<file path="config.mk">
export PLATFORM = sky130hd
export DESIGN_NAME = mem_port_arbiter
export DESIGN_NICKNAME = d
export VERILOG_FILES = /design/src/rtl/mem_port_arbiter.sv
export SDC_FILE = /design/constraint.sdc
export NUM_CORES = 1
export LEC_CHECK = 0
export BUFFER_PORTS_ARGS = -buffer_cell sky130_fd_sc_hd__buf_4
export CAP_MARGIN = 40
export CORE_MARGIN = 2
export CORE_UTILIZATION = 45
export CTS_BUF_LIST = sky130_fd_sc_hd__clkbuf_8 sky130_fd_sc_hd__clkbuf_16
export CTS_CLUSTER_DIAMETER = 100
export CTS_CLUSTER_SIZE = 16
export DETAILED_ROUTE_END_ITERATION = 7
export PLACE_DENSITY_LB_ADDON = 0.25
export SYNTH_ARGS = -nofsm -noshare
export SYNTH_HDL_FRONTEND = slang
export SYNTH_SLANG_ARGS = --single-unit
</file>
<file path="constraint.sdc">
create_clock -name clk -period 5.3 [get_ports clk]
set_input_delay 0 -clock clk [delete_from_list [all_inputs] [get_ports clk]]
set_output_delay 0 -clock clk [all_outputs]
set_load 0.005 [all_outputs]
</file>
<file path="src/rtl/mem_port_arbiter.sv">
// Shares one memory port between fetch and the memory stage: data wins arbitration,
// a streak counter bounds how long fetch can be starved, and fetch aborts are absorbed.
module mem_port_arbiter #(
   parameter int ADDR_W       = 32,
   parameter int DATA_W       = 32,
   parameter int STARVE_LIMIT = 4
) (
   input  logic              clk,
   input  logic              rst_n,
   input  logic              if_req,
   input  logic [ADDR_W-1:0] if_addr,
   input  logic              if_abort,
   output logic [DATA_W-1:0] if_rdata,
   output logic              if_ready,
   input  logic              dm_req,
   input  logic              dm_we,
   input  logic [ADDR_W-1:0] dm_addr,
   input  logic [DATA_W-1:0] dm_wdata,
   output logic [DATA_W-1:0] dm_rdata,
   output logic              dm_ready,
   output logic              stall_if,
   output logic              stall_mem,
   output logic              mem_valid,
   output logic              mem_we,
   output logic [ADDR_W-1:0] mem_addr,
   output logic [DATA_W-1:0] mem_wdata,
   input  logic [DATA_W-1:0] mem_rdata,
   input  logic              mem_ack
);

   localparam int CNT_W = $clog2(STARVE_LIMIT + 1);
   localparam logic [CNT_W-1:0] LIMIT = CNT_W'(STARVE_LIMIT);

   typedef enum logic [1:0] {IDLE, BUSY_IF, BUSY_DM} arbStateT;

   arbStateT         state, stateNext;
   logic [CNT_W-1:0] streak;
   logic             abortPend;
   logic             ifElig, dmElig, grantIf, grantDm;

   always_ff @(posedge clk or negedge rst_n) begin
      if (!rst_n) state <= IDLE;
      else        state <= stateNext;
   end

   // A side whose ready is pulsing is finishing, so it cannot be re-granted this cycle.
   always_comb begin
      ifElig    = if_req & ~if_ready & ~if_abort;
      dmElig    = dm_req & ~dm_ready;
      grantIf   = 1'b0;
      grantDm   = 1'b0;
      stateNext = state;
      case (state)
         IDLE: begin
            grantIf = ifElig & (~dmElig | (streak == LIMIT));
            grantDm = dmElig & ~grantIf;
            if (grantIf)      stateNext = BUSY_IF;
            else if (grantDm) stateNext = BUSY_DM;
         end
         BUSY_IF, BUSY_DM: if (mem_ack) stateNext = IDLE;
         default: stateNext = IDLE;
      endcase
   end

   always_comb begin
      stall_if  = if_req & ~if_ready & ~if_abort;
      stall_mem = dm_req & ~dm_ready;
   end

   always_ff @(posedge clk or negedge rst_n) begin
      if (!rst_n) begin
         mem_valid <= 1'b0;
         mem_we    <= 1'b0;
         mem_addr  <= '0;
         mem_wdata <= '0;
         if_ready  <= 1'b0;
         dm_ready  <= 1'b0;
         if_rdata  <= '0;
         dm_rdata  <= '0;
         abortPend <= 1'b0;
      end else begin
         if_ready <= 1'b0;
         dm_ready <= 1'b0;
         case (state)
            IDLE: begin
               if (grantIf) begin
                  mem_valid <= 1'b1;
                  mem_we    <= 1'b0;
                  mem_addr  <= if_addr;
               end else if (grantDm) begin
                  mem_valid <= 1'b1;
                  mem_we    <= dm_we;
                  mem_addr  <= dm_addr;
                  mem_wdata <= dm_wdata;
               end
            end
            BUSY_IF: begin
               // An abort arriving with the ack still discards the returning word.
               if (mem_ack) begin
                  mem_valid <= 1'b0;
                  abortPend <= 1'b0;
                  if (!(abortPend | if_abort)) begin
                     if_ready <= 1'b1;
                     if_rdata <= mem_rdata;
                  end
               end else if (if_abort) begin
                  abortPend <= 1'b1;
               end
            end
            BUSY_DM: begin
               if (mem_ack) begin
                  mem_valid <= 1'b0;
                  dm_ready  <= 1'b1;
                  if (!mem_we) dm_rdata <= mem_rdata;
               end
            end
            default: mem_valid <= 1'b0;
         endcase
      end
   end

   always_ff @(posedge clk or negedge rst_n) begin
      if (!rst_n)                           streak <= '0;
      else if (!if_req || grantIf)          streak <= '0;
      else if (grantDm && streak != LIMIT)  streak <= streak + CNT_W'(1);
   end

endmodule

</file>
# Word-level counts from Yosys, hierarchy flattened
# Index checks and enable logic that the tools add are counted.
# op_classes
n_addsub,1
eq_ne,7
muxes,23
bitwise,15
reduce_logical,15
# ops
operator,n
32-bit two-way mux,2
1-bit two-way mux,14
"3-bit != test, second input constant",3
3-bit AND reduction,3
1-bit inverter,8
2-bit AND reduction,4
2-bit two-way mux,3
3-bit two-way mux,2
2-bit nonzero test,3
1-bit AND,5
2-bit case mux with 2 select lines,1
"3-bit by 1-bit adder with 3-bit output, second input constant",1
"3-bit equality test, second input constant",1
"2-bit by 1-bit equality test with 1-bit output, second input constant",1
"2-bit equality test, second input constant",1
2-bit logical NOT,1
"2-bit by 1-bit != test with 1-bit output, second input constant",1
1-bit OR,2
1-bit case mux with 2 select lines,1
2-bit OR reduction,1
1-bit logical AND,1
1-bit logical NOT,1
1-bit logical OR,1
# word_totals
reg_bits,138
inputBits,135
output_inout_bits,134

# Depth between registers and ports, before layout
# Gate-level depths: netlist (run 1).
# depth
ltp_word,11
depth_mapped,9

# Least setup slack after synthesis (run 1)
# Ideal clock, no wire load.
# synth_timing
path_kind,reg-to-reg
startpoint,register state[0]
endpoint,register mem_addr[14]
setup_time_ns,0.132
t_arrival_ns,1.589
t_required_ns,5.168
path_slack_ns,3.578
stages_incl_launch_ff,9
path_buffers,3
synth_period_minus_slack_ns,1.722
cell_sequence,dfrtp_1 > inv_1 > ha_1 > and3b_1 > buf_2 > a21oi_2 > buf_6 > clkbuf_1 > o21ai_1
# synth_via
elab_chain_cells,4
# synth_rtl
element,line,rtl
from (decl),36,"arbStateT state, stateNext;"
from (signal assigned),43,else state <= stateNext;
2-bit logical NOT *,"53, 84",
1-bit two-way mux,53,case (state)
2-bit nonzero test (no source line),-,
2-bit AND reduction (no source line),-,
to (signal assigned),89,mem_addr <= if_addr;
to (signal assigned),93,mem_addr <= dm_addr;
to (decl),25,"output logic [ADDR_W-1:0] mem_addr,"
# Mark *: on every way between the ends. The rest lies on a longest branch, timed or not.
# A chain may end at the register's enable or synchronous reset.

# Worst setup path after layout (run 1)
# layout_timing
startpoint,register streak[0]
endpoint,register mem_addr[10]
# layout_via
elab_chain_cells,8
# layout_rtl
element,line,rtl
from (decl),37,logic [CNT_W-1:0] streak;
from (signal assigned),125,else if (grantDm && streak != LIMIT) streak <= streak + CNT_W'(1);
3-bit equality test *,55,grantIf = ifElig & (~dmElig | (streak == LIMIT));
1-bit OR *,55,
1-bit AND *,55,
1-bit inverter,56,grantDm = dmElig & ~grantIf;
1-bit AND,56,
1-bit two-way mux,53,
2-bit nonzero test (no source line),-,
2-bit AND reduction (no source line),-,
# Marked as above.

==> impl_results.md, run 1 <==
* WL final at approximately 18000 um
* Area contributors post-synth: dfrtp_1 63%, mux2_2 19%, o22ai_1 3.8%
* FMAX at around 380 MHz
* Top_reg_cell synth: dfrtp_1
* Layout overhead on the synthesized area at 75.33%
* Maximum VDD drop at about 430 uV
* Post-synth EDFFs at 0
* Layout cells sized above 1 at 49.57%
* Register area at ~3500 um2
* Via-per-instance ratio at around 5
* RSZ-0062 raised after global routing: false
* Initial drt markers at 259
* Total die area at between 10000 and 15000 um2
* Crit end category: flop
* Post-route worst setup slack at roughly 2.7 ns
* CP max FO at 21
* Fin nets at around 940
* Worst-margin pin slew at ~0.79 ns
* Number of max-cap violations at 0
* Number of I/O port buffers at between 200 and 300
* Multi-input gate area at about 1900 um2
* Hold Buf Count CTS at roughly 130
* Total grt overflow at 0
* Share of the synthesized area in the top cell type at a little over three fifths
* First-pass GRT wire length at ~28000 um
* Cell Area, Synth at 5488 um2
* Die Y at ~110 um
* Leak at ~4.7 nW
* Clk Latency, worst-skew pair at around 0.42 ns
* Startpoint types: flop
* Relative slew slack at between 40% and 50%
* Slowest stage delay, CP at 0.62 ns
* Crit path DAT at 2.93 ns
* GRT Resource Usage Total at roughly 28%
* TritonRoute pass-1 iters at 4
* Initial antenna violation count at 1
* Min Tclk post-route at 2.614 ns
* Fin crit share at between 40% and 50%
* Sequential area share after synthesis at 62.93%
* Syn avg cell area at 13.69 um2
* Row count at 40
* Sink Count at roughly 140
* YS warnings at 0
* CTS tree: done
* Setup-failing EPs final at 0
* Maximum root-to-sink buffer count at 2
* Die Width at between 100 and 150 um
* Dominant cell type by area after synthesis: dfrtp_1
* Fin. Hold Viols at 0
* Mapped Cells at 401
* Critical path's slowest cell: dlygate4sd3_1
* Reg clk slew, reported paths at about 0.06 ns
* Post-CTS resize count at 0
* Via count at around 4900
* Synth cell types at 30
* Setup bufs post-CTS at 0
* H-tree depth at 4
* Final RePlAce weighted congestion at between 0.7 and 0.8
* Largest net degree at the start of global routing at between 80 and 90
* Crit path cell chain: inv_1 -> ha_1 -> and2_1 -> o21ai_2 -> buf_8 -> o22ai_1 -> dlygate4sd3_1 -> o21ai_0
* Post-synth ARST share at 100.0%
* DRT antenna net count at 0
* Vias in the first global route at ~5400
* Root Buffer: clkbuf_16
* Synth Register Bits at 138
* Status: complete, no violations
* Initial Utilization at between 40% and 50%
* Hold Crit Class: input pin to flop
* Synth Net Count at around 540
* Clk_skew at 0.007027 ns
* DRC Markers at 0
* FF-to-FF setup slack at around 2.7 ns
* Final Max Tran Viols at 0
* Critical path class: flop to flop
* Core area at ~12000 um2
* DP HPWL at 10270 um
* Drt wl/cell at about 19 um
* CP required at around 5.6 ns
* # IOs at between 200 and 300
* CTS buffer count at 17
* Sum of negative setup slack at 0 ns
* Pre-CTS setup slack at around 3.0 ns
* Pwr Density at between 500 and 600 nW/um2
* FILL cells at between 600 and 700
-- power breakdown --
part           switching [mW]  total [mW]  internal, mW
sequential              0.299        1.87          1.57
clock                   0.450        1.31         0.856
combinational           0.787        2.00          1.21
total                    1.54        5.17          3.63
-- Yosys cell counts, types with 5 or more instances --
cell / number
dfrtp_1: 138
o21ai_1: 21
a21oi_1: 7
buf_2: 10
nand2_1: 37
clkbuf_1: 7
o21ai_0: 14
inv_1: 6
buf_6: 6
ha_1: 5
mux2_2: 93
o22ai_1: 33
-- sequential cells by signal (all words and copies together) (netlist names) --
name / count
dm_rdata: 32
if_rdata: 32
mem_addr: 32
mem_wdata: 32
streak: 3
state: 2
abortPend: 1
dm_ready: 1
if_ready: 1
mem_valid: 1
mem_we: 1
-- layout make-up --
class / instances / area share, %
diodes: 1 / 0.02601
inverters: 7 / 0.2731
repair buffers: 408 / 35.64
well taps: 147 / 1.912
clock buffers: 19 / 4.707
multi-input cells: 232 / 19.48
flip-flops and latches: 138 / 35.89
clock inverters: 13 / 2.068
-- cells by family (layout without fill, tap and decap cells) --
family / count (synthesis) / in the layout / share of synthesized area [%]
compound gates: 79 / 79 / 8.527
fa+ha+maj: 5 / 5 / 1.140
other cells: 0 / 1 / 0
flops: 138 / 138 / 62.93
xor+xnor: 1 / 1 / 0.1596
mux: 96 / 96 / 19.70
buf+inv: 31 / 447 / 3.238
simple gates: 51 / 51 / 4.309
-- layout by cell type, fill, tap and decap left out, drive strengths merged --
cell	instances
a21oi	8
and2	2
and3b	1
and4b	1
buf	274
bufinv	5
clkbuf	19
clkinv	6
clkinvlp	1
dfrtp	138
diode	1
dlygate4sd3	134
ha	5
inv	8
mux2	96
nand2	37
nand2b	4
nand3	1
nor2	1
nor2b	1
nor3	2
o211a	1
o21ai	36
o22a	1
o22ai	33
or3b	1
xnor2	1
-- per-layer routing --
metal / GRT usage [%] / routed length (um) / part of all wire (%) / vias up
met2: 47.57 / 9223 / 52 / 228
met5: 0 / 0 / 0 / -
met4: 13.98 / 548 / 3.1 / 0
met3: 8.999 / 1470 / 8.2 / 48
li1: - / - / - / 2236
met1: 30.68 / 6628 / 37 / 2394
-- worst max-delay path, delay by kind of cell (launching register included) --
family | cells | cell delay (ns)
adder cells (fa/ha/maj) | 1 | 0.21
AO/OA/AOI/OAI | 3 | 0.83
AND/OR/NAND/NOR | 1 | 0.18
buffers and inverters | 3 | 0.94
flip-flops | 1 | 0.34
-- path summary, 6_finish.rpt --
path                                           from                  endpoint  cells after the start
min in group asynchronous                     rst_n  if_rdata[12]$_DFFE_PN0P_                      2
max reg2reg                   streak[0]$_DFFE_PN0P_  mem_addr[10]$_DFFE_PN0P_                      8
min                                          dm_req      state[0]$_DFFE_PN0P_                      4
min reg2reg                mem_addr[28]$_DFFE_PN0P_  mem_addr[28]$_DFFE_PN0P_                      2
max in group asynchronous                     rst_n   if_rdata[7]$_DFFE_PN0P_                      3
max                           streak[0]$_DFFE_PN0P_  mem_addr[10]$_DFFE_PN0P_                      8
-- metrics by stage --
stage	std cells	util, %	cell area, um2	power, mW	hold WS [ns]
after floorplan	401	-	5488	2.625	-0.2956
after global placement	796	63.40	7584	3.593	0.09187
after detailed placement	798	63.76	7626	3.696	0.1103
after CTS	964	80.42	9619	5.130	0.1184
after global routing	965	80.44	9622	5.443	0.1780
final	965	80.44	9622	5.170	0.1315
Power figures use the tool's default switching activity.
==> run 2, diff against run 1 <==
ABC_AREA = 1   (was not set)
clock period = 2.5 ns   (was 5.3 ns; I/O delays follow)
==> run 2 against run 1 <==
Cell area is 5.5% higher. Maximum frequency is 14% higher. Global-route usage hardly changed. Total power is 110% higher. Utilization is 3.2 points lower. First-iteration DRC count is 61% higher. Synthesized cell count is 72% higher.
==> impl_results.md, run 2 <==
* Status: complete, no violations
* Reg-to-Reg End: mem_addr[17]$_DFFE_PN0P_
* DRC Markers at 0
* DRT antenna net count at 0
* Startpoint types: flop
* Crit path cell chain: inv_1 -> ha_1 -> inv_2 -> a21oi_4 -> buf_4 -> nand3_1 -> dlygate4sd3_1 -> nand2_1
* Post-synth ARST share at 100.0%
* Sink Count at between 100 and 150
* Drt wl/cell at approximately 15 um
* Slowest stage delay, CP at 0.60 ns
* Critical path class: flop to flop
* Largest net degree at the start of global routing at 66
* Gate power share at 38.9%
* Start of the worst register-to-register path: state[0]$_DFFE_PN0P_
* Row count at 42
* RSZ-0062 raised after global routing: false
* Post-route design area at roughly 10000 um2
* Flop pwr share at a little over a third
* Post-synth EDFFs at 0
* Maximum root-to-sink buffer count at 2
* Top_reg_cell synth: dfrtp_1
* R2R cell count at 8
* M1 WL at approximately 7400 um
* Clk_skew at 0.005545 ns
* First-pass GRT wire length at a little over 30000 um
* Number of I/O port buffers at about 270
* Core area at around 13000 um2
* DP HPWL at around 11000 um
* CP max FO at 18
* Die Width at around 120 um
* Worst-margin pin slew at 0.5901 ns
* Critical path's slowest cell: dlygate4sd3_1
* Via count at 6197
* Via-per-instance ratio at slightly below 5
* Crit path max-delay family: buffers and inverters
* CP required at about 2.9 ns
* Final RePlAce weighted congestion at 0.8090
* Total grt overflow at 0
* Initial Utilization at between 40% and 50%
* Leak at 5.431 nW
* Synth Register Bits at approximately 140
* Worst path bufs/invs at 4
* Internal power at 7.178 mW
* Fin nets at 1223
* Synth cell types at 26
* Syn avg cell area at slightly below 9 um2
* Share of the synthesized area in the top cell type at 57.46%
* Relative slew slack at between 60% and 70%
* Tot Pwr at around 11 mW
* Sw Share at between 30% and 40%
* Commonest non-fill, non-tap cell in the layout: buf_4
* Area contributors post-synth: dfrtp_1 57%, nand2_1 15%, nand3_1 5.7%
* Synth top cells by count: 245 x nand2_1, 138 x dfrtp_1, 76 x inv_1
* Setup-failing EPs final at 0
* WL final at around 20000 um
* Clk Latency, worst-skew pair at 0.42 ns
* Total die area at approximately 14000 um2
* GRT Resource Usage Total at around 28%
* Met3 wire len at approximately 1300 um
* CTS tree: done
* Sw power at between 3 and 4 mW
* Synth Net Count at slightly above 800
* DP Area at roughly 8000 um2
* Hold Crit Class: input pin to asynchronous set/reset pin
* Metal2 WL at 10160 um
* CTS buffer count at 17
* Dominant cell type by area after synthesis: dfrtp_1
* Initial drt markers at ~420
* Clock power share at between 20 and 30%
* Die Y at around 120 um
* Initial antenna violation count at 0
* YS warnings at 0
* Root Buffer: clkbuf_16
* Cell Area, Synth at about 6000 um2
* Top-count cell post-synth: nand2_1
* Maximum VDD drop at 651.6 uV
* Layout cells sized above 1 at about 30%
* FF-to-FF setup slack at between 0.2 and 0.25 ns
* Fin crit share at 91.52%
* Sequential area share after synthesis at 57.46%
* Fin. Hold Viols at 0
* Crit end category: flop
* Reg clk slew, reported paths at ~0.060 ns
* Vias in the first global route at around 6300
* Sum of negative setup slack at 0 ns
* Crit path DAT at 2.64 ns
* Min Tclk post-route at 2.288 ns
* Commonest non-fill, non-tap cells in the layout: 275 x buf_4, 244 x nand2_1, 138 x dfrtp_1
* H-tree depth at 4
* # IOs at 269
* Ant diodes at 0
* Mapped Cells at 689
* Pwr Density at 1051 nW/um2
* Final Max Tran Viols at 0
* Max Used Layer: met4
* FMAX at 437.1 MHz
* Number of max-cap violations at 0
* TritonRoute pass-1 iters at 6
* Layout overhead on the synthesized area at 68.94%
run 2: what timing repair did:
action	CTS	global route
endpoints found under the setup margin	0	32
hold buffers	133	0
endpoints found under the hold margin	244	0
resized for setup	0	2
buffers inserted	0	1
run 2: logic make-up (layout without fill, tap and decap cells):
group	after synthesis	count (layout)	share of synthesized area, %
adders and majority gates	5	5	1.041
DFF	138	138	57.46
and+or+nand+nor	360	361	27.17
buffers and inverters	117	522	8.390
AOI/OAI and AO/OA	69	69	5.934
run 2: worst max path at each step:
stage | end | depth (start not counted) | startpoint | slack, ns
floorplan | mem_addr[11]$_DFFE_PN0P_ | 8 | streak[0]$_DFFE_PN0P_ | 1.08
global placement | streak[0]$_DFFE_PN0P_ | 7 | streak[0]$_DFFE_PN0P_ | 0.60
detailed placement | mem_wdata[8]$_DFFE_PN0P_ | 7 | state[1]$_DFFE_PN0P_ | 0.53
CTS | mem_addr[18]$_DFFE_PN0P_ | 9 | streak[0]$_DFFE_PN0P_ | 0.06
global route | mem_addr[29]$_DFFE_PN0P_ | 9 | streak[0]$_DFFE_PN0P_ | 0.11
finish | mem_addr[17]$_DFFE_PN0P_ | 8 | state[0]$_DFFE_PN0P_ | 0.21
run 2: power groups by stage:
| stage | Sequential (mW) | Clock [mW] | Combinational, mW |
|---|---|---|---|
| 5_1_grt | 3.96 | 2.83 | 4.55 |
| 3_3_place_gp | 3.80 | 0 | 3.64 |
| 4_1_cts | 3.81 | 2.72 | 4.06 |
| 2_1_floorplan | 3.86 | 0 | 1.51 |
| 6_report | 3.85 | 2.68 | 4.15 |
| 3_5_place_dp | 3.82 | 0 | 3.72 |
run 2: per-stage QoR:
step / hold WS [ns] / instances / utilization (%) / setup slack, ns
after floorplan: -0.2956 / 689 / - / 1.080
after global placement: -0.02001 / 1105 / 61.96 / 0.6046
after detailed placement: -0.01834 / 1105 / 61.96 / 0.5259
after CTS: 0.1028 / 1269 / 76.93 / 0.06482
after global routing: 0.1325 / 1271 / 77.28 / 0.1081
final: 0.1032 / 1271 / 77.28 / 0.2120
run 2: layout make-up:
class / instances / area (um2)
tap: 176 / 220.2
sequential: 138 / 3453
inverter: 79 / 296.5
fill: 880 / 2985
multi-input combinational: 435 / 2079
clock buffer: 20 / 466.7
timing repair buffer: 412 / 3467
clock inverter: 11 / 168.9
run 2: layer usage:
layer  vias to the layer above  track usage, %
met5                         -               0
met4                         0           13.16
met3                        50           6.654
met2                       260           48.50
met1                      2940           31.77
li1                       2947               -
==> run 3, diff against run 2 <==
CORE_ASPECT_RATIO = 0.6   (was not set)
==> run 3 against run 2 <==
Clock power fell by 2%. Final cell count is 0.63% lower. Routed wire length decreased by 2.8%. Register-to-register slack lost 0.02 ns. Clock-buffer cell count shrank 3. Sequential power about the same. Global-route usage decreased by 0.95 points. Worst hold slack gained 0.039 ns. Sequential cell count stayed put. Clock skew is 0.0047 ns higher. Setup slack worse by 0.023 ns. Largest cell class is now registers.
==> impl_results.md, run 3 (synthesis results as in run 2) <==
* Number of max-cap violations at 0
* WL final at roughly 19000 um
* DRC Markers at 0
* Worst path bufs/invs at 4
* Pwr Density at roughly 1000 nW/um2
* Worst-margin pin slew at 0.7198 ns
* DP HPWL at roughly 11000 um
* Sink Count at 138
* Vias in the first global route at 6220
* RSZ-0062 raised after global routing: false
* First-pass GRT wire length at 30770 um
* Start of the worst register-to-register path: state[0]$_DFFE_PN0P_
* Initial antenna violation count at 0
* Via count at around 6200
* Fin. Hold Viols at 0
* TritonRoute pass-1 iters at 5
* Row count at 32
* Critical path's slowest cell: dlygate4sd3_1
* Die Width at 153.2 um
* Levels on crit path at 8
* Number of I/O port buffers at between 200 and 300
* Hold path start: dm_req
* Multi-input gate area at between 2000 and 2500 um2
* Crit path cell chain: inv_1 -> ha_1 -> inv_2 -> a21oi_4 -> buf_4 -> nand3_1 -> dlygate4sd3_1 -> nand2_1
* Slowest stage delay, CP at between 0.5 and 0.6 ns
* CTS buffer count at 17
* Critical path class: flop to flop
* Largest net degree at the start of global routing at 77
* DRT antenna net count at 0
* Die Y at ~94 um
* FMAX at 432.7 MHz
* GRT Resource Usage Total at 26.70%
* Crit path max-delay family: buffers and inverters
* Drt wl/cell at 15.04 um
* Crit end category: flop
* Sum of negative setup slack at 0 ns
* Total grt overflow at 0
* FF-to-FF setup slack at around 0.19 ns
* Hold Crit Class: input pin to flop
* Ant diodes at 0
* Setup-failing EPs final at 0
* Crit path DAT at 2.65 ns
* Clk Latency, worst-skew pair at roughly 0.40 ns
* Initial Utilization at 46.47%
* Clk_skew at slightly above 0.01 ns
* Tot Pwr at between 10 and 15 mW
* Leak at ~5.4 nW
* Hold Slack at roughly 0.14 ns
* Worst Hold Depth at 5
* Fin nets at roughly 1200
* FILL cells at 830
* CP required at 2.83 ns
* # IOs at approximately 270
* Root Buffer: clkbuf_16
* Crit path from: state[0]$_DFFE_PN0P_
* H-tree depth at 4
* Min Tclk post-route at between 2 and 2.5 ns
* R2R cell count at 8
* Initial drt markers at between 400 and 500
* Layout overhead on the synthesized area at 67.62%
* Final Max Tran Viols at 0
* CP max FO at 28
* Via-per-instance ratio at 4.911
* Fin crit share at roughly 92%
* Maximum root-to-sink buffer count at 2
* Status: complete, no violations
* Layout cells sized above 1 at a little under 30%
* CTS tree: done
* Commonest non-fill, non-tap cell in the layout: buf_4
* Final RePlAce weighted congestion at a little under 0.8
* Register area at between 3000 and 4000 um2
* Reg clk slew, reported paths at approximately 0.060 ns
* Core area at roughly 13000 um2
* Startpoint types: flop
* Relative slew slack at a little over half
* Maximum VDD drop at a little over 500 uV
* Total die area at 14330 um2
* Commonest non-fill, non-tap cells in the layout: 274 x buf_4, 244 x nand2_1, 138 x dfrtp_1
==> run 3: area by class of cell <==
class | count | area share, %
Sequential cell | 138 | 34.28
Timing Repair Buffer | 410 | 34.14
Multi-Input combinational cell | 434 | 20.40
Clock buffer | 17 | 4.223
Inverter | 79 | 2.944
Tap cell | 170 | 2.112
Clock inverter | 15 | 1.900
==> run 3: worst paths after layout <==
| check | endpoint |
|---|---|
| setup / recovery | mem_addr[16]$_DFFE_PN0P_ |
| setup reg to reg | mem_addr[16]$_DFFE_PN0P_ |
| hold reg to reg | mem_wdata[23]$_DFFE_PN0P_ |
| max in group asynchronous | if_rdata[27]$_DFFE_PN0P_ |
| min in group asynchronous | mem_addr[12]$_DFFE_PN0P_ |
| hold / removal | streak[1]$_DFFE_PN0P_ |
==> run 3: stage by stage <==
stage,area (um2),util [%],instances,setup WS [ns]
5_1_grt,10070,77.89,1263,0.05403
6_report,10070,77.89,1263,0.1889
4_1_cts,10070,77.89,1263,0.2631
3_5_place_dp,8125,62.83,1098,0.7472
2_1_floorplan,6010,-,689,1.080
3_3_place_gp,8125,62.83,1098,0.8161
==> run 3: tightest hold or removal path: stages <==
cell	delay, ns
buf_4	0.12
nand3_2	0.14
nor2_1	0.11
nand2_1	0.07
a21oi_1	0.06
==> run 3: metal layers <==
metal	global-route usage, %	wire (um)
met1	34.83	8016
met2	45.28	9413
met3	6.209	1320
met4	7.253	247
met5	0	0
==> run 3: power by group <==
| group | internal, mW | switching (mW) |
|---|---|---|
| combinational | 2.16 | 1.91 |
| clock | 1.60 | 1.03 |
| sequential | 3.24 | 0.603 |
| total | 7.00 | 3.54 |
==> run 3: what timing repair did <==
item	4_1_cts	5_1_grt
hold buffers	133	0
hold endpoints to repair	209	0
buffers inserted	0	0
gates resized for setup	0	0
